<file path="src/rtl/ws2812_rx_pkg.sv">
// Shared WS2812 timing constants (12 MHz), receiver state encoding and GRB field layout.
// Used by the receiver and by any transmitter/test code that needs the same byte order.
package ws2812_rx_pkg;

  localparam int T_THRESH_CYC_12M = 7;
  localparam int T_GLITCH_CYC_12M = 2;
  localparam int T_HMAX_CYC_12M   = 24;
  localparam int T_RESET_CYC_12M  = 600;

  typedef enum logic [1:0] {
    S_SYNC = 2'd0,
    S_LOW  = 2'd1,
    S_HIGH = 2'd2
  } state_t;

  localparam int G_LSB = 16;
  localparam int R_LSB = 8;
  localparam int B_LSB = 0;

  function automatic logic [23:0] grb_pack(input logic [7:0] g, input logic [7:0] r,
                                           input logic [7:0] b);
    logic [23:0] p;
    p = '0;
    p[G_LSB +: 8] = g;
    p[R_LSB +: 8] = r;
    p[B_LSB +: 8] = b;
    return p;
  endfunction

endpackage

</file>
<file path="src/rtl/ws2812_rx_if.sv">
// Decoded pixel stream and frame events from the WS2812 receiver.
// No backpressure: the consumer must take every o_valid pulse.
interface ws2812_rx_if;
  logic [23:0] o_pixel;
  logic        o_valid;
  logic        o_latch;
  logic        o_err;
  logic [7:0]  o_pix_cnt;
  logic        o_busy;

  modport master (output o_pixel, o_valid, o_latch, o_err, o_pix_cnt, o_busy);
  modport slave  (input  o_pixel, o_valid, o_latch, o_err, o_pix_cnt, o_busy);
endinterface

</file>
<file path="src/rtl/ws2812_rx_sync.sv">
// 2-FF synchroniser for the async data line plus rise/fall pulses at the synchroniser output.
// Latency: 2 cycles to o_lvl; edges are combinational from o_lvl and its registered copy.
module ws2812_rx_sync (
  input  logic CLK,
  input  logic RSTN,
  input  logic i_din,
  output logic o_lvl,
  output logic o_rise,
  output logic o_fall
);

  logic r_meta;
  logic r_sync;
  logic r_prev;

  always_ff @(posedge CLK or negedge RSTN) begin
    if (!RSTN) begin
      r_meta <= 1'b0;
      r_sync <= 1'b0;
      r_prev <= 1'b0;
    end else begin
      r_meta <= i_din;
      r_sync <= r_meta;
      r_prev <= r_sync;
    end
  end

  assign o_lvl  = r_sync;
  assign o_rise = r_sync & ~r_prev;
  assign o_fall = ~r_sync & r_prev;

endmodule

</file>
<file path="src/rtl/ws2812_rx.sv">
// WS2812 receiver: measures high pulses into bits, assembles GRB pixels, flags latch gap and errors.
// Pixel/valid register one cycle after the synchronised falling edge; no backpressure.
module ws2812_rx
  import ws2812_rx_pkg::*;
#(
  parameter int T_THRESH_CYC = T_THRESH_CYC_12M,
  parameter int T_GLITCH_CYC = T_GLITCH_CYC_12M,
  parameter int T_HMAX_CYC   = T_HMAX_CYC_12M,
  parameter int T_RESET_CYC  = T_RESET_CYC_12M
) (
  input  logic          CLK,
  input  logic          RSTN,
  input  logic          i_din,
  ws2812_rx_if.master   o_rx
);

  localparam int LO_W = $clog2(T_RESET_CYC + 1);
  localparam int HI_W = $clog2(T_HMAX_CYC + 2);

  logic w_lvl, w_rise, w_fall;

  ws2812_rx_sync u_sync (
    .CLK    (CLK),
    .RSTN   (RSTN),
    .i_din  (i_din),
    .o_lvl  (w_lvl),
    .o_rise (w_rise),
    .o_fall (w_fall)
  );

  state_t            r_state;
  logic [LO_W-1:0]   r_lo_cnt;
  logic [HI_W-1:0]   r_hi_cnt;
  logic [4:0]        r_bit_cnt;
  logic [23:0]       r_shreg;
  logic [23:0]       r_pixel;
  logic [7:0]        r_pix_cnt;
  logic              r_valid, r_latch, r_err, r_clr_pend;

  logic w_bit, w_lo_last, w_lo_full, w_frame;

  assign w_bit     = (r_hi_cnt >= HI_W'(T_THRESH_CYC));
  assign w_lo_last = (r_lo_cnt == LO_W'(T_RESET_CYC - 1));
  assign w_lo_full = (r_lo_cnt == LO_W'(T_RESET_CYC));
  assign w_frame   = (r_pix_cnt != 8'd0) || (r_bit_cnt != 5'd0);

  always_ff @(posedge CLK or negedge RSTN) begin
    if (!RSTN) begin
      r_state    <= S_SYNC;
      r_lo_cnt   <= '0;
      r_hi_cnt   <= '0;
      r_bit_cnt  <= '0;
      r_shreg    <= '0;
      r_pixel    <= '0;
      r_pix_cnt  <= '0;
      r_valid    <= 1'b0;
      r_latch    <= 1'b0;
      r_err      <= 1'b0;
      r_clr_pend <= 1'b0;
    end else begin
      r_valid    <= 1'b0;
      r_latch    <= 1'b0;
      r_err      <= 1'b0;
      r_clr_pend <= 1'b0;
      // The latch pulse reports the final count; the clear lands one cycle later.
      if (r_clr_pend) r_pix_cnt <= '0;

      case (r_state)
        S_SYNC: begin
          if (w_lvl) begin
            r_lo_cnt <= '0;
          end else if (!w_lo_full) begin
            r_lo_cnt <= r_lo_cnt + 1'b1;
            if (w_lo_last) r_state <= S_LOW;
          end
        end

        S_LOW: begin
          if (w_rise) begin
            r_state  <= S_HIGH;
            r_hi_cnt <= HI_W'(1);
          end else if (!w_lo_full) begin
            r_lo_cnt <= r_lo_cnt + 1'b1;
            if (w_lo_last) begin
              if (w_frame) begin
                r_latch    <= 1'b1;
                r_clr_pend <= 1'b1;
              end
              if (r_bit_cnt != 5'd0) begin
                r_err   <= 1'b1;
                r_shreg <= '0;
              end
              r_bit_cnt <= '0;
            end
          end
        end

        S_HIGH: begin
          if (r_hi_cnt > HI_W'(T_HMAX_CYC)) begin
            r_err     <= 1'b1;
            r_bit_cnt <= '0;
            r_shreg   <= '0;
            r_lo_cnt  <= '0;
            r_state   <= S_SYNC;
          end else if (w_fall) begin
            r_lo_cnt <= '0;
            r_state  <= S_LOW;
            // Pulses shorter than the glitch limit are dropped without touching bit state.
            if (r_hi_cnt >= HI_W'(T_GLITCH_CYC)) begin
              r_shreg <= {r_shreg[22:0], w_bit};
              if (r_bit_cnt == 5'd23) begin
                r_bit_cnt <= '0;
                r_pixel   <= {r_shreg[22:0], w_bit};
                r_valid   <= 1'b1;
                if (r_pix_cnt != 8'hFF) r_pix_cnt <= r_pix_cnt + 8'd1;
              end else begin
                r_bit_cnt <= r_bit_cnt + 5'd1;
              end
            end
          end else if (r_hi_cnt != HI_W'(T_HMAX_CYC + 1)) begin
            r_hi_cnt <= r_hi_cnt + 1'b1;
          end
        end

        default: r_state <= S_SYNC;
      endcase
    end
  end

  assign o_rx.o_pixel   = r_pixel;
  assign o_rx.o_valid   = r_valid;
  assign o_rx.o_latch   = r_latch;
  assign o_rx.o_err     = r_err;
  assign o_rx.o_pix_cnt = r_pix_cnt;
  assign o_rx.o_busy    = (r_state != S_SYNC);

endmodule
</file>
<file path="src/flat_wrapper.sv">
// flat-port wrapper written by rule: the top's interface ports become plain ports
module ws2812_rx_flat import ws2812_rx_pkg::*;
#(
  parameter int T_THRESH_CYC = T_THRESH_CYC_12M,
  parameter int T_GLITCH_CYC = T_GLITCH_CYC_12M,
  parameter int T_HMAX_CYC   = T_HMAX_CYC_12M,
  parameter int T_RESET_CYC  = T_RESET_CYC_12M
)
  (CLK, RSTN, i_din, o_rx_o_pixel, o_rx_o_valid, o_rx_o_latch, o_rx_o_err, o_rx_o_pix_cnt, o_rx_o_busy);
  ws2812_rx_if o_rx_i ();
  input  logic CLK;
  input  logic RSTN;
  input  logic i_din;
  output wire logic [$bits(o_rx_i.o_pixel)-1:0] o_rx_o_pixel;
  output wire logic [$bits(o_rx_i.o_valid)-1:0] o_rx_o_valid;
  output wire logic [$bits(o_rx_i.o_latch)-1:0] o_rx_o_latch;
  output wire logic [$bits(o_rx_i.o_err)-1:0] o_rx_o_err;
  output wire logic [$bits(o_rx_i.o_pix_cnt)-1:0] o_rx_o_pix_cnt;
  output wire logic [$bits(o_rx_i.o_busy)-1:0] o_rx_o_busy;
  assign o_rx_o_pixel = o_rx_i.o_pixel;
  assign o_rx_o_valid = o_rx_i.o_valid;
  assign o_rx_o_latch = o_rx_i.o_latch;
  assign o_rx_o_err = o_rx_i.o_err;
  assign o_rx_o_pix_cnt = o_rx_i.o_pix_cnt;
  assign o_rx_o_busy = o_rx_i.o_busy;
  ws2812_rx #(.T_THRESH_CYC(T_THRESH_CYC), .T_GLITCH_CYC(T_GLITCH_CYC), .T_HMAX_CYC(T_HMAX_CYC), .T_RESET_CYC(T_RESET_CYC)) u_core (.CLK(CLK), .RSTN(RSTN), .i_din(i_din), .o_rx(o_rx_i));
endmodule
</file>
<file path="config.mk">
export PLATFORM = sky130hd
export DESIGN_NAME = ws2812_rx_flat
export DESIGN_NICKNAME = d
export VERILOG_FILES = /design/src/rtl/ws2812_rx_pkg.sv /design/src/rtl/ws2812_rx_if.sv /design/src/rtl/ws2812_rx_sync.sv /design/src/rtl/ws2812_rx.sv /design/src/flat_wrapper.sv
export SDC_FILE = /design/constraint.sdc
export NUM_CORES = 1
export LEC_CHECK = 0
export CAP_MARGIN = 30
export CORE_ASPECT_RATIO = 0.75
export CORE_MARGIN = 5
export CORE_UTILIZATION = 45
export CTS_CLUSTER_SIZE = 20
export DETAILED_ROUTE_END_ITERATION = 16
export DONT_BUFFER_PORTS = 1
export GPL_ROUTABILITY_DRIVEN = 0
export REMOVE_ABC_BUFFERS = 1
export SYNTH_ARGS = -nofsm -noshare
export SYNTH_HDL_FRONTEND = slang
export SYNTH_SLANG_ARGS = --single-unit
</file>
<file path="constraint.sdc">
create_clock -name CLK -period 4.4 [get_ports CLK]
set_clock_uncertainty 0.1 [all_clocks]
set_input_delay 0.44 -clock CLK [delete_from_list [all_inputs] [get_ports CLK]]
set_output_delay 0.44 -clock CLK [all_outputs]
set_load 0.03 [all_outputs]
</file>
=== After elaboration in Yosys (flattened, before gate mapping) ===
Cells that the tools add are included.

* Input bits: 3
* Logic and storage cells: 115
* Flip-flop bits (word level): 83

* Multiplexer cells: 57
* Reductions and logical operators: 13
* Bitwise gates (word level): 5
* Add/sub/neg operators: 4
* Equality and inequality tests: 20
* $lt $le $gt $ge: 3

{| class="wikitable"
|+ Operator list
! kind !! number
|-
| $mux 23 || 7
|-
| $mux 8 || 7
|-
| $mux 5 || 11
|-
| $mux 10 || 5
|-
| $pmux 23 s2 || 1
|-
| $pmux 10 s3 || 1
|-
| $eq 10x10->1 const B || 2
|-
| $pmux 5 s2 || 2
|-
| $mux 1 || 15
|-
| $reduce_and 5->1 || 3
|-
| $ne 2x2->1 const B || 7
|-
| $mux 2 || 6
|-
| $add 10x1->10 const B || 1
|-
| $add 5x1->5 const B || 2
|-
| $add 8x1->8 const B || 1
|-
| $ne 2x1->1 const B || 4
|-
| $ne 8x8->1 const B || 1
|-
| $reduce_bool 8->1 || 1
|-
| $reduce_and 7->1 || 1
|-
| $pmux 2 s3 || 1
|-
| $reduce_and 6->1 || 1
|-
| $eq 5x5->1 const B || 1
|-
| $ge 5x2->1 const B || 1
|-
| $ge 5x3->1 const B || 1
|-
| other kinds (15) || 19
|}

=== Logic depth before layout (Yosys ltp) ===
Gate-level depths: netlist (run 1).

* Depth after elaboration: 7
* Gate-level depth with buffers: 10
* Gate-level depth less buffers: 8

=== Cells and area by module ===
Synthesis (run 1) repeated with hierarchy kept, for this count alone.

* Cell total of the unflattened synthesis: 426
* Area, all modules: 3996.3 um^2

{| class="wikitable"
|+ Modules (own cells, without submodules)
! module !! cells an instance !! times used !! seq. area each (um^2) !! area an instance (um^2)
|-
| ws2812_rx || 421 || 1 || 2001.9 || 3906.2
|-
| ws2812_rx_sync || 5 || 1 || 75.1 || 90.1
|}

=== Worst setup path before layout (run 1) ===
OpenSTA, ideal clock, no wires.

* Path type: register -> register
* From: reg u_core.r_bit_cnt[0]
* To: reg u_core.r_shreg[0]
* Data arrival time: 1973 ps
* Stages on the path, launching flop included: 8
* Path buffers: 1
* Data required time: 4175 ps
* Path slack: 2202 ps
* Cell sequence: dfrtp_1 > inv_1 > ha_1 > nor4b_1 > o41a_1 > a2111o_1 > buf_6 > mux2_4

* Cells in the longest elaborated chain, start to end: 3

{| class="wikitable"
|+ Ends and longest elaborated chain
! element !! RTL line !! source
|-
| from (decl) || ws2812_rx.sv:34 || <nowiki>logic [4:0] r_bit_cnt;</nowiki>
|-
| from (signal assigned) || ws2812_rx.sv:117 || <nowiki>r_bit_cnt <= r_bit_cnt + 5'd1;</nowiki>
|-
| $reduce_bool 5->1 || ws2812_rx.sv:89 || <nowiki>if (r_bit_cnt != 5'd0) begin</nowiki>
|-
| $ne 2x1->1 (no line) || n/a ||
|-
| $reduce_and 7->1 (no line) || n/a ||
|-
| to (signal assigned) || ws2812_rx.sv:110 || <nowiki>r_shreg <= {r_shreg[22:0], w_bit};</nowiki>
|-
| to (decl) || ws2812_rx.sv:35 || <nowiki>logic [23:0] r_shreg;</nowiki>
|}

Every way passes these cells.
A chain may end at the register's enable or synchronous reset.

=== Worst setup path in the final report (run 1) ===
Same ends and word-level chain as after synthesis.

==> results of run 1 <==
cell families after synthesis:
group | Yosys count | share of synthesized area, %
AO/OA/AOI/OAI | 90 | 15.9
XOR/XNOR | 3 | 0.652
adder cells (fa/ha/maj) | 13 | 4.04
buffers and inverters | 38 | 4.63
flip-flops | 83 | 51.5
multiplexers | 6 | 1.68
AND/OR/NAND/NOR | 194 | 21.6
placed cells by master, fill, tap and decap left out, types with 2 or more instances in the layout:
cell type / synthesis / layout
sky130_fd_sc_hd__o21a_1: 4 / 4
sky130_fd_sc_hd__a211o_1: 2 / 2
sky130_fd_sc_hd__nor4_1: 3 / 3
sky130_fd_sc_hd__nor2b_1: 2 / 2
sky130_fd_sc_hd__and4_1: 2 / 2
sky130_fd_sc_hd__a211oi_1: 3 / 3
sky130_fd_sc_hd__a21oi_1: 12 / 12
sky130_fd_sc_hd__o41ai_1: 5 / 5
sky130_fd_sc_hd__nand4_1: 5 / 5
sky130_fd_sc_hd__inv_1: 19 / 19
sky130_fd_sc_hd__and2_1: 3 / 3
sky130_fd_sc_hd__xnor2_1: 3 / 3
sky130_fd_sc_hd__ha_1: 13 / 13
sky130_fd_sc_hd__buf_4: 0 / 3
sky130_fd_sc_hd__a22o_1: 3 / 3
sky130_fd_sc_hd__o21ai_1: 3 / 3
sky130_fd_sc_hd__o22ai_1: 3 / 3
sky130_fd_sc_hd__a31oi_1: 2 / 2
sky130_fd_sc_hd__o31ai_1: 5 / 5
sky130_fd_sc_hd__nor2_1: 20 / 20
sky130_fd_sc_hd__nand3_1: 13 / 13
sky130_fd_sc_hd__clkbuf_16: 0 / 9
sky130_fd_sc_hd__mux2i_1: 3 / 3
sky130_fd_sc_hd__mux2_2: 2 / 2
sky130_fd_sc_hd__and3_1: 4 / 4
sky130_fd_sc_hd__dfrtp_1: 83 / 83
sky130_fd_sc_hd__nor3b_1: 2 / 2
sky130_fd_sc_hd__nand2_1: 125 / 125
sky130_fd_sc_hd__o21ai_2: 18 / 18
sky130_fd_sc_hd__o21ai_0: 18 / 18
sky130_fd_sc_hd__nor3_1: 3 / 3
sky130_fd_sc_hd__a21o_1: 3 / 3
sky130_fd_sc_hd__inv_6: 0 / 2
sky130_fd_sc_hd__nand2b_1: 5 / 5
power breakdown:
part | switching (mW) | internal, mW | total, mW
Combinational | 0.0233 | 0.00949 | 0.0328
Clock | 0.301 | 0.458 | 0.760
Sequential | 0.00425 | 0.767 | 0.771
metal layers:
metal | vias to the layer above | GRT usage [%]
li1 | 1469 | -
met5 | - | 0
met3 | 4 | 5.29
met2 | 69 | 23.5
met1 | 1432 | 21.6
met4 | 0 | 5.21
state kept, by name (all words and copies together) (netlist names):
| register | flops |
|---|---|
| u_core.o_rx.o_pixel | 24 |
| u_core.r_shreg | 23 |
| u_core.r_lo_cnt | 10 |
| u_core.o_rx.o_pix_cnt | 8 |
| u_core.r_bit_cnt | 5 |
| u_core.r_hi_cnt | 5 |
| u_core.r_state | 2 |
| u_core.o_rx.o_err | 1 |
| u_core.o_rx.o_latch | 1 |
| u_core.o_rx.o_valid | 1 |
| u_core.u_sync.o_lvl | 1 |
| u_core.u_sync.r_meta | 1 |
| u_core.u_sync.r_prev | 1 |
layout make-up:
type                    instances  area share, %
inverters                      20           1.70
multi-input cells             306           40.0
clock buffers                  11           5.49
repair buffers                  5           1.36
well taps                     108           3.06
flip-flops and latches         83           47.0
clock inverters                 5           1.36
per-stage QoR:
stage | total power, mW | setup slack, ps | std cells | cell area [um2] | hold WS, ps
6_report | 1.56 | 1700 | 538 | 4420 | 32.9
5_1_grt | 1.62 | 1460 | 538 | 4420 | 15.2
3_3_place_gp | 0.800 | 1750 | 520 | 4080 | 48.5
2_1_floorplan | 0.796 | 1100 | 409 | 3920 | 44.4
3_5_place_dp | 0.800 | 1690 | 520 | 4080 | 48.7
4_1_cts | 1.58 | 1680 | 538 | 4420 | 21.7
worst reg2reg max path, delay by kind of cell (launching register included):
| family | cells | cell delay, ps |
|---|---|---|
| AO/OA/AOI/OAI | 2 | 1230 |
| adder cells (fa/ha/maj) | 1 | 180 |
| buffers and inverters | 1 | 70 |
| flip-flops | 1 | 420 |
| multiplexers | 1 | 430 |
| AND/OR/NAND/NOR | 1 | 170 |
path summary, 6_finish.rpt:
kind	endpoint	slack [ps]	depth (start not counted)
max	u_core.r_shreg[0]$_DFFE_PN0P_	1700	6
min	u_core.u_sync.r_meta$_DFF_PN0_	30	0
max reg2reg	u_core.r_shreg[0]$_DFFE_PN0P_	1700	6
min reg2reg	u_core.u_sync.o_lvl$_DFF_PN0_	260	0
max in group asynchronous	u_core.r_shreg[6]$_DFFE_PN0P_	3320	2
min in group asynchronous	u_core.r_lo_cnt[8]$_DFFE_PN0P_	550	2
==> summary.txt, run 1 <==
Worst setup path
  – Cells along the critical path: inv_1, ha_1, nor4b_1, o41a_1, a2111o_2, mux2_4
  – Critical Setup Path Class: flop to flop
  – Maximum net fanout on the critical path: 45
  – Master of the slowest instance on the critical path: sky130_fd_sc_hd__a2111o_2
  – Setup crit start: u_core.r_bit_cnt[0]$_DFFE_PN0P_
  – Category of the worst setup path capture point: flop
  – Arrival time at the worst endpoint: 2820 ps
  – Stage delay of the slowest cell on the critical path: 810 ps
  – Reg-to-Reg Start: u_core.r_bit_cnt[0]$_DFFE_PN0P_
  – CP required: 4520 ps
  – Cell family with most CP delay: compound AO/OA/AOI/OAI gates
  – Kind of start point of the critical path: flop
  – Crit path buf inv count: 1

Drt
  – Met3 wire length: 420 um
  – First DRT Iteration DRCs: 260
  – Post-Route M1 WL: 3970 um
  – DR top layer: met4
  – Wire length per cell after detailed routing: 15.1 um
  – Remaining routing DRC violations: 0
  – Metal2 WL: 3660 um
  – First-pass detailed-route iteration total: 4
  – Vias per cell: 5.53
  – Remaining number of nets flagged by the antenna check after routing: 0
  – Routed vias: 2974
  – Wire length reported by the detailed router: 8120 um

Yosys
  – Fraction of synthesis flops using an asynchronous set or reset pin: 100%
  – Area share of the largest cell type after synthesis: 51.5%
  – Mean area per synthesized cell: 9.44 um2
  – Number of distinct standard cells referenced by the synthesized netlist: 54
  – Share of the yosys chip area belonging to registers: 51.5%
  – Flip-flop cell with the highest count after synthesis: sky130_fd_sc_hd__dfrtp_1
  – Number of synthesized flops with an enable pin: 0
  – List of most frequent post-synthesis cells: 125 x sky130_fd_sc_hd__nand2_1, 83 x sky130_fd_sc_hd__dfrtp_1, 20 x sky130_fd_sc_hd__nor2_1, 19 x sky130_fd_sc_hd__inv_1
  – Number of standard cells after synthesis: 427
  – Synth warn: 0
  – Most repeated cell in the gate-level netlist after synthesis: sky130_fd_sc_hd__nand2_1
  – Synth area leaders: sky130_fd_sc_hd__dfrtp_1 52%, sky130_fd_sc_hd__nand2_1 12%, sky130_fd_sc_hd__ha_1 4.0%, sky130_fd_sc_hd__o21ai_2 3.9%, sky130_fd_sc_hd__o21ai_0 2.2%
  – Cell accounting for the most synthesized area: sky130_fd_sc_hd__dfrtp_1
  – Syn Std Cell Area: 4030 um2
  – Seq cells post-synth: 83

STA
  – Worst slew margin relative to its limit: 41.1%
  – Sum Neg Setup Slack: 0 ps
  – Final setup fails: 0
  – Crit path time final: 2700 ps
  – Least-Margin Pin Slew: 884 ps
  – Final Cycle Share: 61.4%
  – Endpoints failing hold: 0
  – Fmax achieved: 370 MHz
  – Max-slew violation total from the final report: 0
  – Setup repair after global routing missed its margin: no

Worst hold path
  – Type of the worst min-delay path: input port to flop
  – Startpoint of the most critical hold path: i_din

Power
  – Maximum resistive drop on vdd: 0.197 mV
  – PD cells: 354 nW/um2
  – Static leakage: 2.02 nW

Clock tree
  – Cts-stage hold buffer count: 2
  – Clock sink count: 83
  – TritonCTS clock tree: done
  – Post-CTS Setup Inserts: 0
  – Clock slew at the register clock pins of the worst setup and hold paths: 60 ps
  – Insertion delay to the later sink of the worst-skew pair: 330 ps
  – Level count of the clock H-tree: 3
  – Cells resized by post-CTS repair: 0
  – Number of buffers created by CTS: 9
  – CTS Buffer Depth: 2
  – Root Buffer Master: sky130_fd_sc_hd__clkbuf_16

Cells and area
  – Share of the core filled with cells in the final layout: 51.4%
  – Fill count: 791
  – Total area of sequential cells: 2080 um2
  – Final antenna diode count: 0
  – Layout net count: 441
  – Area of the multi-input gates: 1770 um2
  – Fraction of final layout cells sized beyond drive strength 1: 10.5%
  – Layout Area Growth over Synthesis: 9.62%

Job
  – Max-cap violations: 0

Die
  – Die width: 119 um
  – Starting Density: 46.9%
  – Die Height: 92.0 um
  – Die Area: 11000 um2
  – Number of rows created at floorplan: 29
  – CORE AREA: 8600 um2
  – Top-Level Pins: 39

Outcome
  – Run status: completed

Global routing
  – Antenna violations before repair: 0
  – Pin count of the biggest net entering global routing: 84
  – Number of global-route vias before repair: 2828
  – All-layer global routing usage: 15.7%
  – Overall overflow remaining after global route: 0
  – First-pass GRT wire length: 14100 um

Placement
  – Detailed placement HPWL: 5430 um
  – Count of buffers from port buffering: 0
No activity file was read; power rests on OpenSTA's default activity.
==> run 2, diff against run 1 <==
==> constraint.sdc (replaced) <==
create_clock -name CLK -period 2.7 [get_ports CLK]
set_clock_uncertainty 0.1 [all_clocks]
set_input_delay 0.27 -clock CLK [delete_from_list [all_inputs] [get_ports CLK]]
set_output_delay 0.27 -clock CLK [all_outputs]
set_load 0.03 [all_outputs]
==> run 2 against run 1 <==
Effect of this change:
- fmax is 9.4% higher
- sequential power is 63% higher
- first-iteration DRC count is 41% lower
- via count is 0.47% lower
- utilization is 0.47 points higher
- non-clock buffer count is 9 higher
- register-to-register slack worse by 1500 ps
==> summary.txt, run 2 (same netlist as run 1, synthesis figures left out) <==
Outcome
  – Run status: completed

Placement
  – Placed instance count: 528 (+1.5%)
  – Detailed placement HPWL: 5470 um (+0.87%)
  – Count of buffers from port buffering: 0 (unchanged)
  – Pre-CTS WS: 224 ps (-1460 ps)
  – Total cell area at the placement stage: 4140 um2 (+1.5%)

Clock tree
  – Clock slew at the register clock pins of the worst setup and hold paths: 60 ps (about the same)
  – TritonCTS clock tree: done
  – Insertion delay to the later sink of the worst-skew pair: 340 ps (about the same)
  – Cells resized by post-CTS repair: 0 (unchanged)
  – Clock sink count: 83 (unchanged)
  – Cts-stage hold buffer count: 3 (+1)
  – Root Buffer Master: sky130_fd_sc_hd__clkbuf_16
  – CTS Buffer Depth: 2 (unchanged)
  – Post-CTS Setup Inserts: 0 (unchanged)
  – Number of buffers created by CTS: 9 (unchanged)
  – Level count of the clock H-tree: 3 (unchanged)

Job
  – Max-cap violations: 0 (unchanged)

Cells and area
  – Layout Area Growth over Synthesis: 10.6%
  – Share of the core filled with cells in the final layout: 51.8% (+0.47 points)
  – Layout net count: 450 (+2.0%)
  – Final antenna diode count: 0 (unchanged)
  – Fraction of final layout cells sized beyond drive strength 1: 11.8% (+1.4 points)
  – Fill count: 804 (+1.6%)
  – Flip-flop count of the largest register after layout: 24 (unchanged)
  – Total area of sequential cells: 2080 um2 (unchanged)
  – Most common cell after layout, fill and taps aside: sky130_fd_sc_hd__nand2_1
  – Final instance area: 4460 um2 (+0.91%)
  – Final cell count without fillers: 547 (+1.7%)
  – Top library cells by usage in the layout, fill and taps aside: 125 x sky130_fd_sc_hd__nand2_1, 83 x sky130_fd_sc_hd__dfrtp_1, 20 x sky130_fd_sc_hd__nor2_1
  – Area of the multi-input gates: 1770 um2 (unchanged)

Drt
  – Routed vias: 2960 (-0.47%)
  – Vias per cell: 5.41 (-2.1%)
  – Post-Route M1 WL: 3940 um (-0.65%)
  – First DRT Iteration DRCs: 154 (-41%)
  – Wire length reported by the detailed router: 7980 um (-1.7%)
  – First-pass detailed-route iteration total: 4 (unchanged)
  – Remaining routing DRC violations: 0 (unchanged)
  – DR top layer: met4
  – Metal2 WL: 3510 um (-4.1%)
  – Met3 wire length: 415 um (-1.2%)
  – Wire length per cell after detailed routing: 14.6 um (-3.4%)
  – Remaining number of nets flagged by the antenna check after routing: 0 (unchanged)

Worst setup path
  – Cells along the critical path: inv_1, ha_1, nor4b_1, o41a_1, a2111o_2, buf_4, nand2_1, o21ai_2
  – Arrival time at the worst endpoint: 2570 ps (-250 ps)
  – Critical Setup Path Class: flop to flop
  – Category of the worst setup path capture point: flop
  – Cell family with most CP delay: compound AO/OA/AOI/OAI gates
  – Master of the slowest instance on the critical path: sky130_fd_sc_hd__a2111o_2
  – Maximum net fanout on the critical path: 44 (-2.2%)
  – Stage delay of the slowest cell on the critical path: 470 ps (-340 ps)
  – CP required: 2800 ps (-1720 ps)
  – Crit path buf inv count: 2 (+1)
  – Kind of start point of the critical path: flop

Global routing
  – Overall overflow remaining after global route: 0 (unchanged)
  – Number of global-route vias before repair: 2806 (-0.78%)
  – Antenna violations before repair: 0 (unchanged)
  – First-pass GRT wire length: 13800 um (-1.9%)
  – Pin count of the biggest net entering global routing: 84 (unchanged)
  – All-layer global routing usage: 15.4% (-0.39 points)

STA
  – Final setup fails: 0 (unchanged)
  – Endpoints failing hold: 0 (unchanged)
  – Max-slew violation total from the final report: 0 (unchanged)
  – Least-Margin Pin Slew: 702 ps (-182 ps)
  – Worst slew margin relative to its limit: 53.1% (+12 points)
  – Final setup margin: 229 ps (-1470 ps)
  – Setup repair after global routing missed its margin: no
  – Final Cycle Share: 91.5% (+30 points)
  – Crit path time final: 2470 ps (-232 ps)
  – Fmax achieved: 405 MHz (+9.4%)

Power
  – Switching Fraction: 21.4% (+0.36 points)
  – Static leakage: 2.05 nW (+1.5%)
  – Sw power: 0.521 mW (+58%)
  – Part of the power in combinational logic: 2.2% (about the same)
  – Clock network fraction of total power: 46.1% (-2.5 points)
  – PD cells: 546 nW/um2 (+54%)
  – Maximum resistive drop on vdd: 0.336 mV (+70%)
  – Power, Total: 2.43 mW (+56%)
  – Cell Int Power: 1.91 mW (+55%)
  – Portion of total power attributed to sequential cells: 51.7% (+2.4 points)

Die
  – Die width: 119 um (unchanged)
  – Die Area: 11000 um2 (unchanged)
  – Die Height: 92.0 um (unchanged)
  – Number of rows created at floorplan: 29 (unchanged)
  – Top-Level Pins: 39 (unchanged)
  – Starting Density: 46.9% (unchanged)
  – CORE AREA: 8600 um2 (unchanged)

Worst hold path
  – Type of the worst min-delay path: flop to flop
## run 2: changes by cell type in the layout (fill, tap and decap cells not counted)
cell / before / now
sky130_fd_sc_hd__clkbuf_1: 1 / 2
sky130_fd_sc_hd__bufinv_16: 1 / 0
sky130_fd_sc_hd__buf_4: 3 / 11
sky130_fd_sc_hd__inv_6: 2 / 0
sky130_fd_sc_hd__dlygate4sd3_1: 1 / 2
sky130_fd_sc_hd__clkinv_2: 1 / 2
sky130_fd_sc_hd__clkinv_4: 0 / 1
## run 2: area by class of cell
type                    instances  share of cell area (%)
flip-flops and latches         83                    46.6
multi-input cells             306                    39.7
clock buffers                  12                    5.53
well taps                     108                    3.03
repair buffers                 14                    2.92
inverters                      20                    1.68
clock inverters                 4                   0.589
## run 2: final timing paths
| check | startpoint | to | slack, ps | cells after the start |
|---|---|---|---|---|
| max | u_core.r_bit_cnt[0]$_DFFE_PN0P_ | u_core.r_shreg[20]$_DFFE_PN0P_ | 230 | 8 |
| min | u_core.u_sync.r_meta$_DFF_PN0_ | u_core.u_sync.o_lvl$_DFF_PN0_ | 250 | 0 |
| max reg2reg | u_core.r_bit_cnt[0]$_DFFE_PN0P_ | u_core.r_shreg[20]$_DFFE_PN0P_ | 230 | 8 |
| min reg2reg | u_core.u_sync.r_meta$_DFF_PN0_ | u_core.u_sync.o_lvl$_DFF_PN0_ | 250 | 0 |
| max in group asynchronous | RSTN | u_core.r_state[0]$_DFFE_PN0P_ | 1750 | 2 |
| min in group asynchronous | RSTN | u_core.r_lo_cnt[6]$_DFFE_PN0P_ | 360 | 2 |
## run 2: routing by layer
layer / up-vias / GRT usage [%]
met5: - / 0
met4: 0 / 5.11
met3: 9 / 4.80
met2: 52 / 22.8
met1: 1422 / 21.4
li1: 1477 / -
## run 2: worst reg2reg max path: cells and delay by family (launching register included)
family / cells / cell delay [ps]
AOI/OAI and AO/OA: 3 / 950
DFF: 1 / 410
buffers and inverters: 2 / 360
and+or+nand+nor: 2 / 340
adders and majority gates: 1 / 180
## run 2: power by group through the flow
stage | combinational, mW | clock (mW) | sequential [mW]
6_report | 0.0543 | 1.12 | 1.26
5_1_grt | 0.0636 | 1.21 | 1.26
4_1_cts | 0.0569 | 1.16 | 1.26
3_5_place_dp | 0.0240 | 0 | 1.28
3_3_place_gp | 0.0238 | 0 | 1.28
2_1_floorplan | 0.0192 | 0 | 1.28
## run 2: per-stage QoR
stage | hold slack (ps) | TNS (ps)
2_1_floorplan | -126 | -8360
3_3_place_gp | -122 | 0
3_5_place_dp | -122 | 0
4_1_cts | 254 | 0
5_1_grt | 270 | 0
6_report | 252 | 0
